==> src/rtl/pipe_seg_adder.sv <==
// rtl/pipe_seg_adder.sv - segmented carry-pipelined adder/subtractor with valid/ready flow control
// Optional build macro: PIPE_SEG_ADDER_APPROX_EN (approximate lowest segment).
module pipe_seg_adder #(
   parameter int WIDTH     = 17,
   parameter int SEG_WIDTH = 4
) (
   input  logic             clk,
   input  logic             rst,
   input  logic             in_valid,
   output logic             in_ready,
   input  logic [WIDTH-1:0] in_a,
   input  logic [WIDTH-1:0] in_b,
   input  logic             in_cin,
   input  logic             in_sub,
   output logic             out_valid,
   input  logic             out_ready,
   output logic [WIDTH-1:0] out_sum,
   output logic             out_cout,
   output logic             out_ovf
);

   localparam int NSEG = (WIDTH + SEG_WIDTH - 1) / SEG_WIDTH;

   logic             advance;
   logic [WIDTH-1:0] bx;
   logic             c0;
   logic             ovf_q;

   assign advance  = !out_valid || out_ready;
   assign in_ready = advance;
   assign bx       = in_sub ? ~in_b : in_b;
   assign c0       = in_sub | in_cin;

   // Stage k owns bits [LO +: SW]; it keeps the finished low sum bits and the
   // not-yet-added upper operand bits, so each carry only ever comes from a flop.
   for (genvar k = 0; k < NSEG; k++) begin : g_st
      localparam int LO = k * SEG_WIDTH;
      localparam int SW = (k == NSEG - 1) ? (WIDTH - LO) : SEG_WIDTH;
      localparam int HI = LO + SW;

      logic [WIDTH-LO-1:0] a_in;
      logic [WIDTH-LO-1:0] b_in;
      logic                c_in;
      logic                v_in;
      logic [SW:0]         seg;
      logic [HI-1:0]       s_d;
      logic [HI-1:0]       s_q;
      logic                c_q;
      logic                v_q;

      if (k == 0) begin : g_src
         assign a_in = in_a;
         assign b_in = bx;
         assign c_in = c0;
         assign v_in = in_valid;
         assign s_d  = seg[SW-1:0];
      end else begin : g_src
         assign a_in = g_st[k-1].g_up.ua_q;
         assign b_in = g_st[k-1].g_up.ub_q;
         assign c_in = g_st[k-1].c_q;
         assign v_in = g_st[k-1].v_q;
         assign s_d  = {seg[SW-1:0], g_st[k-1].s_q};
      end

`ifdef PIPE_SEG_ADDER_APPROX_EN
      if (k == 0) begin : g_add
         assign seg = {a_in[SW-1], {SW{a_in[SW-1]}}};
      end else begin : g_add
         assign seg = {1'b0, a_in[SW-1:0]} + {1'b0, b_in[SW-1:0]} + {{SW{1'b0}}, c_in};
      end
`else
      assign seg = {1'b0, a_in[SW-1:0]} + {1'b0, b_in[SW-1:0]} + {{SW{1'b0}}, c_in};
`endif

      always_ff @(posedge clk or posedge rst) begin
         if (rst) begin
            v_q <= 1'b0;
            c_q <= 1'b0;
            s_q <= '0;
         end else if (advance) begin
            v_q <= v_in;
            c_q <= seg[SW];
            s_q <= s_d;
         end
      end

      if (k < NSEG - 1) begin : g_up
         logic [WIDTH-HI-1:0] ua_q;
         logic [WIDTH-HI-1:0] ub_q;

         always_ff @(posedge clk or posedge rst) begin
            if (rst) begin
               ua_q <= '0;
               ub_q <= '0;
            end else if (advance) begin
               ua_q <= a_in[WIDTH-LO-1:SW];
               ub_q <= b_in[WIDTH-LO-1:SW];
            end
         end
      end else begin : g_last
         // Top stage still sees the operand sign bits, so overflow is resolved here.
         always_ff @(posedge clk or posedge rst) begin
            if (rst) begin
               ovf_q <= 1'b0;
            end else if (advance) begin
               ovf_q <= (a_in[SW-1] == b_in[SW-1]) && (seg[SW-1] != a_in[SW-1]);
            end
         end
      end
   end

   assign out_valid = g_st[NSEG-1].v_q;
   assign out_sum   = g_st[NSEG-1].s_q;
   assign out_cout  = g_st[NSEG-1].c_q;
   assign out_ovf   = ovf_q;

endmodule

==> config.mk <==
export PLATFORM = sky130hd
export DESIGN_NAME = pipe_seg_adder
export DESIGN_NICKNAME = d
export VERILOG_FILES = /design/src/rtl/pipe_seg_adder.sv
export SDC_FILE = /design/constraint.sdc
export NUM_CORES = 1
export LEC_CHECK = 0
export ABC_AREA = 1
export CAP_MARGIN = 25
export CORE_AREA = 5 5 91 157
export DETAILED_ROUTE_END_ITERATION = 16
export DIE_AREA = 0 0 96 162
export SLEW_MARGIN = 0
export SYNTH_ARGS = -nofsm -noshare
export SYNTH_HDL_FRONTEND = slang
export SYNTH_SLANG_ARGS = --single-unit
==> constraint.sdc <==
create_clock -name clk -period 5.8 [get_ports clk]
set_clock_uncertainty 0.2 [all_clocks]
set_input_delay 1.45 -clock clk [delete_from_list [all_inputs] [get_ports clk]]
set_output_delay 1.45 -clock clk [all_outputs]
set_load 0.01 [all_outputs]
After elaboration in Yosys (flattened, before gate mapping)

Cells that the tools add are included.

Register bits after elaboration: 124
Bits of input ports: 40

$add $sub $neg: 10
Equal/unequal tests: 2
Multiplexer cells: 1
Bitwise gates (word level): 2
Reduce and logical (&&, ||, !) cells: 3

Operator list:

| kind                                   | number |
|---|---|
| 4-bit by 4-bit adder with 5-bit output | 4 |
| 5-bit by 1-bit adder with 5-bit output | 4 |
| 17-bit two-way mux                     | 1 |
| 17-bit NOT                             | 1 |
| 1-bit by 1-bit adder with 2-bit output | 1 |
| 2-bit by 1-bit adder with 2-bit output | 1 |
| 1-bit equality test                    | 1 |
| 1-bit logical AND                      | 1 |
| 1-bit logical NOT                      | 1 |
| 1-bit logical OR                       | 1 |
| 1-bit inequality test                  | 1 |
| 1-bit OR                               | 1 |

Logic depth before layout (Yosys ltp)

Gate-level depths: netlist of the first run.

Depth after elaboration: 4
Depth in mapped cells: 9

Least setup slack after synthesis of the first run

No wires, ideal clock.

Path type: in2out
Start point: input port out_ready
End point: output port in_ready
Arrival: 1.828 ns
Data required time: 4.150 ns
Slack: 2.322 ns
Cell stages on the path: 3
Path buffers: 1
Path through: nor2_4 inv_2 buf_2

Cells in the longest elaborated chain, start to end: 1

Ends and longest elaborated chain:

| item               | RTL line | text |
|---|---|---|
| start: declaration | 16       | `input logic out_ready,` |
| 1-bit logical OR   | 29       | `assign advance = !out_valid \|\| out_ready;` |
| end: declaration   | 10       | `output logic in_ready,` |

No other way between the ends.

Worst setup path in the final report of the first run

Ends and elaborated chain as after synthesis.

==> metrics.md, run 1 <==
| Metric | Value |
|---|---|
| CP max FO | `22` |
| Fin area | `slightly below 7000 sq um` |
| Die Span X | `about 96 microns` |
| Req. time, crit path | `4150 ps` |
| Placed cell area | `roughly 6000 sq um` |
| Crit start category | `input pin` |
| Max_slew headroom | `0.707` |
| Synth Warn # | `0` |
| Crit path kind | `input pin to primary output` |
| FILL cells | `roughly 1,200` |
| Via-to-Cell Ratio | `4.53` |
| Initial core utilization | `0.423` |
| Clk sinks | `124` |
| Synth Flop Type | `dfrtp_1` |
| Pin count of the biggest net entering global routing | `120` |
| Detailed placement HPWL | `roughly 6500 microns` |
| Initial DRC Count | `208` |
| WL final | `10,100 microns` |
| Max IR drop VDD | `0.222 mV` |
| Synth Instances | `590` |
| GP Congestion | `0.743` |
| Clock root buffer | `clkbuf_16` |
| Core area | `12,800 sq um` |
| DR WL/cell | `12.2 microns` |
| Congestion Overflow GR | `0` |
| Port-buffer cells | `60` |
| EDFF count, synth | `0` |
| Max Transition Viols Final | `0` |
| Ys async rst share | `1.00` |
| Worst skew pair latency | `410 ps` |
| Data arrival, critical path | `2930 ps` |
| First-pass GRT wire length | `17,600 microns` |
| Num ports | `slightly above 60` |
| Post-Syn Nets | `651` |
| Fraction of layout cells with a size suffix above 1 | `0.0680` |
| CTS clk-pin slew, worst paths | `60 ps` |
| Die area | `15,600 sq um` |
| Die height | `162 microns` |
| H-tree depth | `4` |
| Setup Viol. Count Final | `0` |
| Nets | `710` |
| Pwr Density | `approximately 540 nW/um^2` |
| CTS tree | `yes` |
| Post_cts resized | `0` |
| Endpoints failing hold | `0` |
| Worst-Margin Slew | `roughly 440 ps` |
| Leakage | `3.34 nW` |
| Setup TNS | `0 ps` |
| TritonRoute pass-1 iters | `5` |
| Cell Rows | `55` |
| Setup crit end kind | `primary output` |
| Layout area overhead | `25.3%` |
| Diode count | `0` |
| Vias in the first global route | `3,801` |
| Avg Cell Area, Syn | `approximately 9.2 sq um` |
| Final Cycle Share | `0.789` |
| Via count | `between 3,000 and 4,000` |
| RSZ-0062 raised after global routing | `no` |
| Initial antenna violation count | `0` |
| Min cycle time layout | `approximately 4600 ps` |
| Yosys reg bits | `124` |
| Status | `finished, final reports clean` |
| Hold slack | `259 ps` |
| Hold Buf Count CTS | `0` |
| Clock Tree Buf Depth | `2` |
| Max-cap violations | `0` |
| Sequential area share after synthesis | `0.573` |
| Post-synth cell types | `21` |
| Overall routing resource usage | `0.146` |
| Synth Cell Area | `around 5400 sq um` |
| Peak Freq | `219 MHz` |
| Setup repair bufs after CTS | `0` |
| Min-Delay Path Class | `flip-flop to flip-flop` |
| Num CTS Buffers | `17` |
| Drt drc | `0` |
| Antenna violation net count after detailed routing | `0` |
[cells in the final DEF (no fill, tap or decap), types with 9 or more instances in the layout]
cell type	Yosys	routed
inv_1	54	53
xnor2_1	13	13
o21ai_0	70	70
fa_1	9	9
clkdlybuf4s50_1	0	60
clkbuf_16	0	17
ha_1	12	12
dfrtp_1	124	124
nor2_1	11	11
nand3_1	13	13
nand2_1	240	240
[report_power, final]
group	switching, W	total, W	internal (W)	leakage, nW
clock network	0.000366	0.00109	0.000720	0.302
registers	0.000185	0.00144	0.00126	1.50
logic	0.000658	0.00115	0.000494	1.53
total	0.00121	0.00368	0.00247	3.34
[path summary, 6_finish.rpt]
| check | depth (start not counted) | start | slack (ps) | to |
|---|---|---|---|---|
| max reg2reg | 6 | out_valid | 3700 | g_st[2].c_q |
| max in group asynchronous | 4 | rst | 3410 | g_st[3].s_q[1] |
| min | 2 | g_st[1].s_q[5] | 260 | g_st[2].s_q[5] |
| min in group asynchronous | 2 | rst | 1080 | out_sum[12] |
| max | 4 | out_ready | 1220 | in_ready |
| min reg2reg | 2 | g_st[1].s_q[5] | 260 | g_st[2].s_q[5] |
[registers in the layout (all words and copies together), names as in the netlist]
signal          flops
g_st.g_up.ub_q     28
out_cout            1
out_sum            17
g_st.s_q           40
g_st.c_q            4
out_valid           1
out_ovf             1
g_st.g_up.ua_q     28
g_st.v_q            4
[metrics by stage]
| step | utilization | total power, W | setup slack, ps | instances |
|---|---|---|---|---|
| floorplan | - | 0.00224 | 851 | 590 |
| global placement | 0.475 | 0.00255 | 1210 | 798 |
| detailed placement | 0.475 | 0.00260 | 1190 | 798 |
| CTS | 0.523 | 0.00371 | 1190 | 830 |
| global route | 0.530 | 0.00399 | 1080 | 833 |
| finish | 0.530 | 0.00368 | 1220 | 833 |
[per-layer routing]
layer / vias up / GRT usage / share of wire
met5: - / 0 / 0
met4: 0 / 0.0525 / 0.016
met3: 13 / 0.0514 / 0.034
met2: 52 / 0.242 / 0.52
met1: 1768 / 0.172 / 0.43
li1: 1944 / - / -
[cells by family (layout without fill, tap and decap cells)]
kind of cell,after synthesis,after routing,synth area share
AOI/OAI and AO/OA,77,77,0.0731
xor gates and xnor gates,17,17,0.0275
adders and majority gates,21,21,0.0610
buffers and inverters,83,155,0.0733
DFF,124,124,0.573
and+or+nand+nor,268,268,0.192
[layout make-up]
class,instances,area (sq um),share of cell area
clock buffer,22,484,0.0714
clock inverter,10,138,0.0203
inverter,55,210,0.0310
multi-input combinational,383,1910,0.282
sequential,124,3100,0.458
tap,171,214,0.0315
timing repair buffer,68,721,0.106
[synthesized netlist by cell type (2+ instances only)]
cell | instances | area (sq um)
a21oi_1 | 3 | 15.0
a22oi_1 | 2 | 15.0
buf_2 | 8 | 40.0
buf_4 | 12 | 90.1
buf_6 | 4 | 45.0
clkbuf_1 | 4 | 15.0
dfrtp_1 | 124 | 3100
fa_1 | 9 | 180
ha_1 | 12 | 150
inv_1 | 54 | 203
nand2_1 | 240 | 901
nand3_1 | 13 | 65.1
nor2_1 | 11 | 41.3
o21ai_0 | 70 | 350
or2_2 | 3 | 18.8
xnor2_1 | 13 | 114
xor2_1 | 4 | 35.0
[worst max-delay path, cell delays in order]
cell,delay (ps)
clkdlybuf4s50_1,470
nor2_4,400
clkinv_2,110
clkdlybuf4s50_1,500
No activity file was read; power rests on OpenSTA's default activity.
==> run 2, diff against run 1 <==
--- a/config.mk
+++ b/config.mk
@@ -10,6 +10,7 @@
 export CORE_AREA = 5 5 91 157
 export DETAILED_ROUTE_END_ITERATION = 16
 export DIE_AREA = 0 0 96 162
+export PLACE_DENSITY = 0.65
 export SLEW_MARGIN = 0
 export SYNTH_ARGS = -nofsm -noshare
 export SYNTH_HDL_FRONTEND = slang
==> constraint.sdc (replaced) <==
create_clock -name clk -period 3.7 [get_ports clk]
set_clock_uncertainty 0.2 [all_clocks]
set_input_delay 0.925 -clock clk [delete_from_list [all_inputs] [get_ports clk]]
set_output_delay 0.925 -clock clk [all_outputs]
set_load 0.01 [all_outputs]
==> metrics.md, run 2 (synthesis gave the netlist of run 1 again) <==
| Metric | Value |
|---|---|
| Status | `finished, final reports clean` |
| Non-filler cells in the finished layout | `831 (-0.24%)` |
| Die area | `15,600 sq um (unchanged)` |
| Gate power share | `0.304 (-0.009)` |
| CP max FO | `2 (-91%)` |
| Most common cell after layout, fill and taps aside | `nand2_1` |
| Met2 GRT Util | `0.256 (+0.0142)` |
| Initial DRC Count | `232 (+12%)` |
| Sequential power share | `0.390 (-0.002)` |
| TritonRoute pass-1 iters | `4 (-1)` |
| Setup TNS | `0 ps (unchanged)` |
| Pin count of the biggest net entering global routing | `85 (-29%)` |
| CTS tree | `yes` |
| Hold Buf Count CTS | `0 (unchanged)` |
| CTS clk-pin slew, worst paths | `50 ps (about the same)` |
| Setup crit end kind | `primary output` |
| WL final | `10,200 microns (+0.61%)` |
| Setup Viol. Count Final | `0 (unchanged)` |
| Max_slew headroom | `0.498 (-0.209)` |
| Commonest non-fill, non-tap cells in the layout | `nand2_1 (240), dfrtp_1 (124), o21ai_0 (70)` |
| Core area | `12,800 sq um (unchanged)` |
| H-tree depth | `4 (unchanged)` |
| Detailed placement HPWL | `6900 microns (+6.3%)` |
| Cell Rows | `55 (unchanged)` |
| Max FFs per register | `40 (unchanged)` |
| Congestion Overflow GR | `0 (unchanged)` |
| Initial antenna violation count | `0 (unchanged)` |
| Placed cell count | `800 (+0.25%)` |
| Min-Delay Path Class | `flip-flop to flip-flop` |
| GR peak layer | `met2` |
| Peak Freq | `309 MHz` |
| Die height | `162 microns (unchanged)` |
| Net switching power | `0.00186 W (+54%)` |
| Hold slack | `262 ps (+3.06 ps)` |
| Layout area overhead | `24.7%` |
| Via count | `3,835 (+1.5%)` |
| Final Cycle Share | `0.875` |
| Min cycle time layout | `between 3000 and 4000 ps` |
| Nets | `709 (-0.14%)` |
| Diode count | `0 (unchanged)` |
| Antenna violation net count after detailed routing | `0 (unchanged)` |
| Met3 usage | `0.0459 (-0.00556)` |
| Initial core utilization | `0.423 (unchanged)` |
| Max IR drop VDD | `0.311 mV (+40%)` |
| GRT met1 Usage | `0.171 (-0.00149)` |
| Endpoints failing hold | `0 (unchanged)` |
| Port-buffer cells | `60 (unchanged)` |
| Leakage | `3.33 nW (-0.32%)` |
| Fraction of layout cells with a size suffix above 1 | `0.0636 (-0.00434)` |
| Req. time, crit path | `2570 ps (-1580 ps)` |
| Pwr Density | `861 nW/um^2 (+59%)` |
| FILL cells | `1,212 (-1.1%)` |
| DR WL/cell | `12.3 microns (+0.85%)` |
| Power after layout | `0.00581 W (+58%)` |
| Max Transition Viols Final | `0 (unchanged)` |
| Crit path kind | `input pin to primary output` |
| GP Congestion | `0.829 (+12%)` |
| Largest regs | `g_st.s_q (40), g_st.g_up.ua_q (28), g_st.g_up.ub_q (28)` |
| Post_cts resized | `0 (unchanged)` |
| Clock network fraction of total power | `0.307 (+0.012)` |
| Via-to-Cell Ratio | `4.61 (+1.8%)` |
| Overall routing resource usage | `0.149 (+0.00338)` |
| Clock root buffer | `clkbuf_16` |
| Clock Tree Buf Depth | `2 (unchanged)` |
| Die Span X | `96 microns (unchanged)` |
| Worst-Margin Slew | `754 ps (+315 ps)` |
| Pint | `0.00395 W (+60%)` |
| Clk sinks | `124 (unchanged)` |
| RSZ-0062 raised after global routing | `no` |
| First-pass GRT wire length | `18,300 microns (+4.0%)` |
| Crit start category | `input pin` |
| Max-cap violations | `0 (unchanged)` |
| Switching share of power | `0.321 (-0.00783)` |
| Register with the most flip-flops | `g_st.s_q` |
| Num CTS Buffers | `17 (unchanged)` |
| Drt drc | `0 (unchanged)` |
| Vias in the first global route | `4,096 (+7.8%)` |
| Setup repair bufs after CTS | `0 (unchanged)` |
| Data arrival, critical path | `2110 ps (-820 ps)` |
| Num ports | `61 (unchanged)` |
| Worst skew pair latency | `400 ps (about the same)` |
==> run 2: cell count changes in the layout (fill, tap and decap cells not counted), moves of 2 or more <==
cell      previous run  this run
clkinv_2             4         2
clkbuf_8             4         6
buf_16               3         0
clkinv_4             2         0
==> run 2: cell type report <==
class / count / area [sq um] / share of cell area
Tap cell: 171 / 214 / 0.0317
Clock buffer: 25 / 515 / 0.0764
Clock inverter: 6 / 130 / 0.0193
Multi-Input combinational cell: 383 / 1910 / 0.283
Inverter: 55 / 210 / 0.0311
Timing Repair Buffer: 67 / 666 / 0.0986
Sequential cell: 124 / 3100 / 0.460
==> run 2: worst paths after layout <==
path / start / end / slack, ps / cells past startpoint
hold / removal: g_st[1].g_up.ub_q[7] / g_st[2].g_up.ub_q[3] / 260 / 2
max in group asynchronous: rst / g_st[2].v_q / 1910 / 3
hold reg to reg: g_st[1].g_up.ub_q[7] / g_st[2].g_up.ub_q[3] / 260 / 2
setup reg to reg: out_valid / g_st[0].g_up.ub_q[6] / 1440 / 5
min in group asynchronous: rst / out_ovf / 670 / 2
setup / recovery: out_ready / in_ready / 460 / 4
==> run 2: metal layers <==
layer,wire (microns),up-vias
li1,-,1938
met1,4280,1817
met4,186,0
met3,344,15
met2,5380,65
met5,0,-
==> run 2: power by group through the flow <==
stage	registers, W	clock network [W]	logic [W]
2_1_floorplan	0.00227	0	0.00124
3_3_place_gp	0.00227	0	0.00172
4_1_cts	0.00227	0.00182	0.00181
5_1_grt	0.00234	0.00189	0.00208
3_5_place_dp	0.00229	0	0.00179
6_report	0.00226	0.00178	0.00176
==> run 2: worst max-delay path, stage by stage <==
cell             delay, ps
clkdlybuf4s50_1        530
nor2_4                  60
inv_2                   70
clkdlybuf4s50_1        530
==> run 2: stage by stage <==
step	cell area, sq um	worst slack [ps]	util
finish	6750	464	0.527
floorplan	5420	802	-
detailed placement	6100	241	0.477
CTS	6750	440	0.527
global route	6750	418	0.527
global placement	6100	350	0.477
==> run 3, diff against run 2 <==
--- a/config.mk
+++ b/config.mk
@@ -11,6 +11,7 @@
 export DETAILED_ROUTE_END_ITERATION = 16
 export DIE_AREA = 0 0 96 162
 export PLACE_DENSITY = 0.65
+export SKIP_CTS_REPAIR_TIMING = 1
 export SLEW_MARGIN = 0
 export SYNTH_ARGS = -nofsm -noshare
 export SYNTH_HDL_FRONTEND = slang
==> results of run 3 <==
The final DEF is identical to that of run 2; final timing and power are the same.
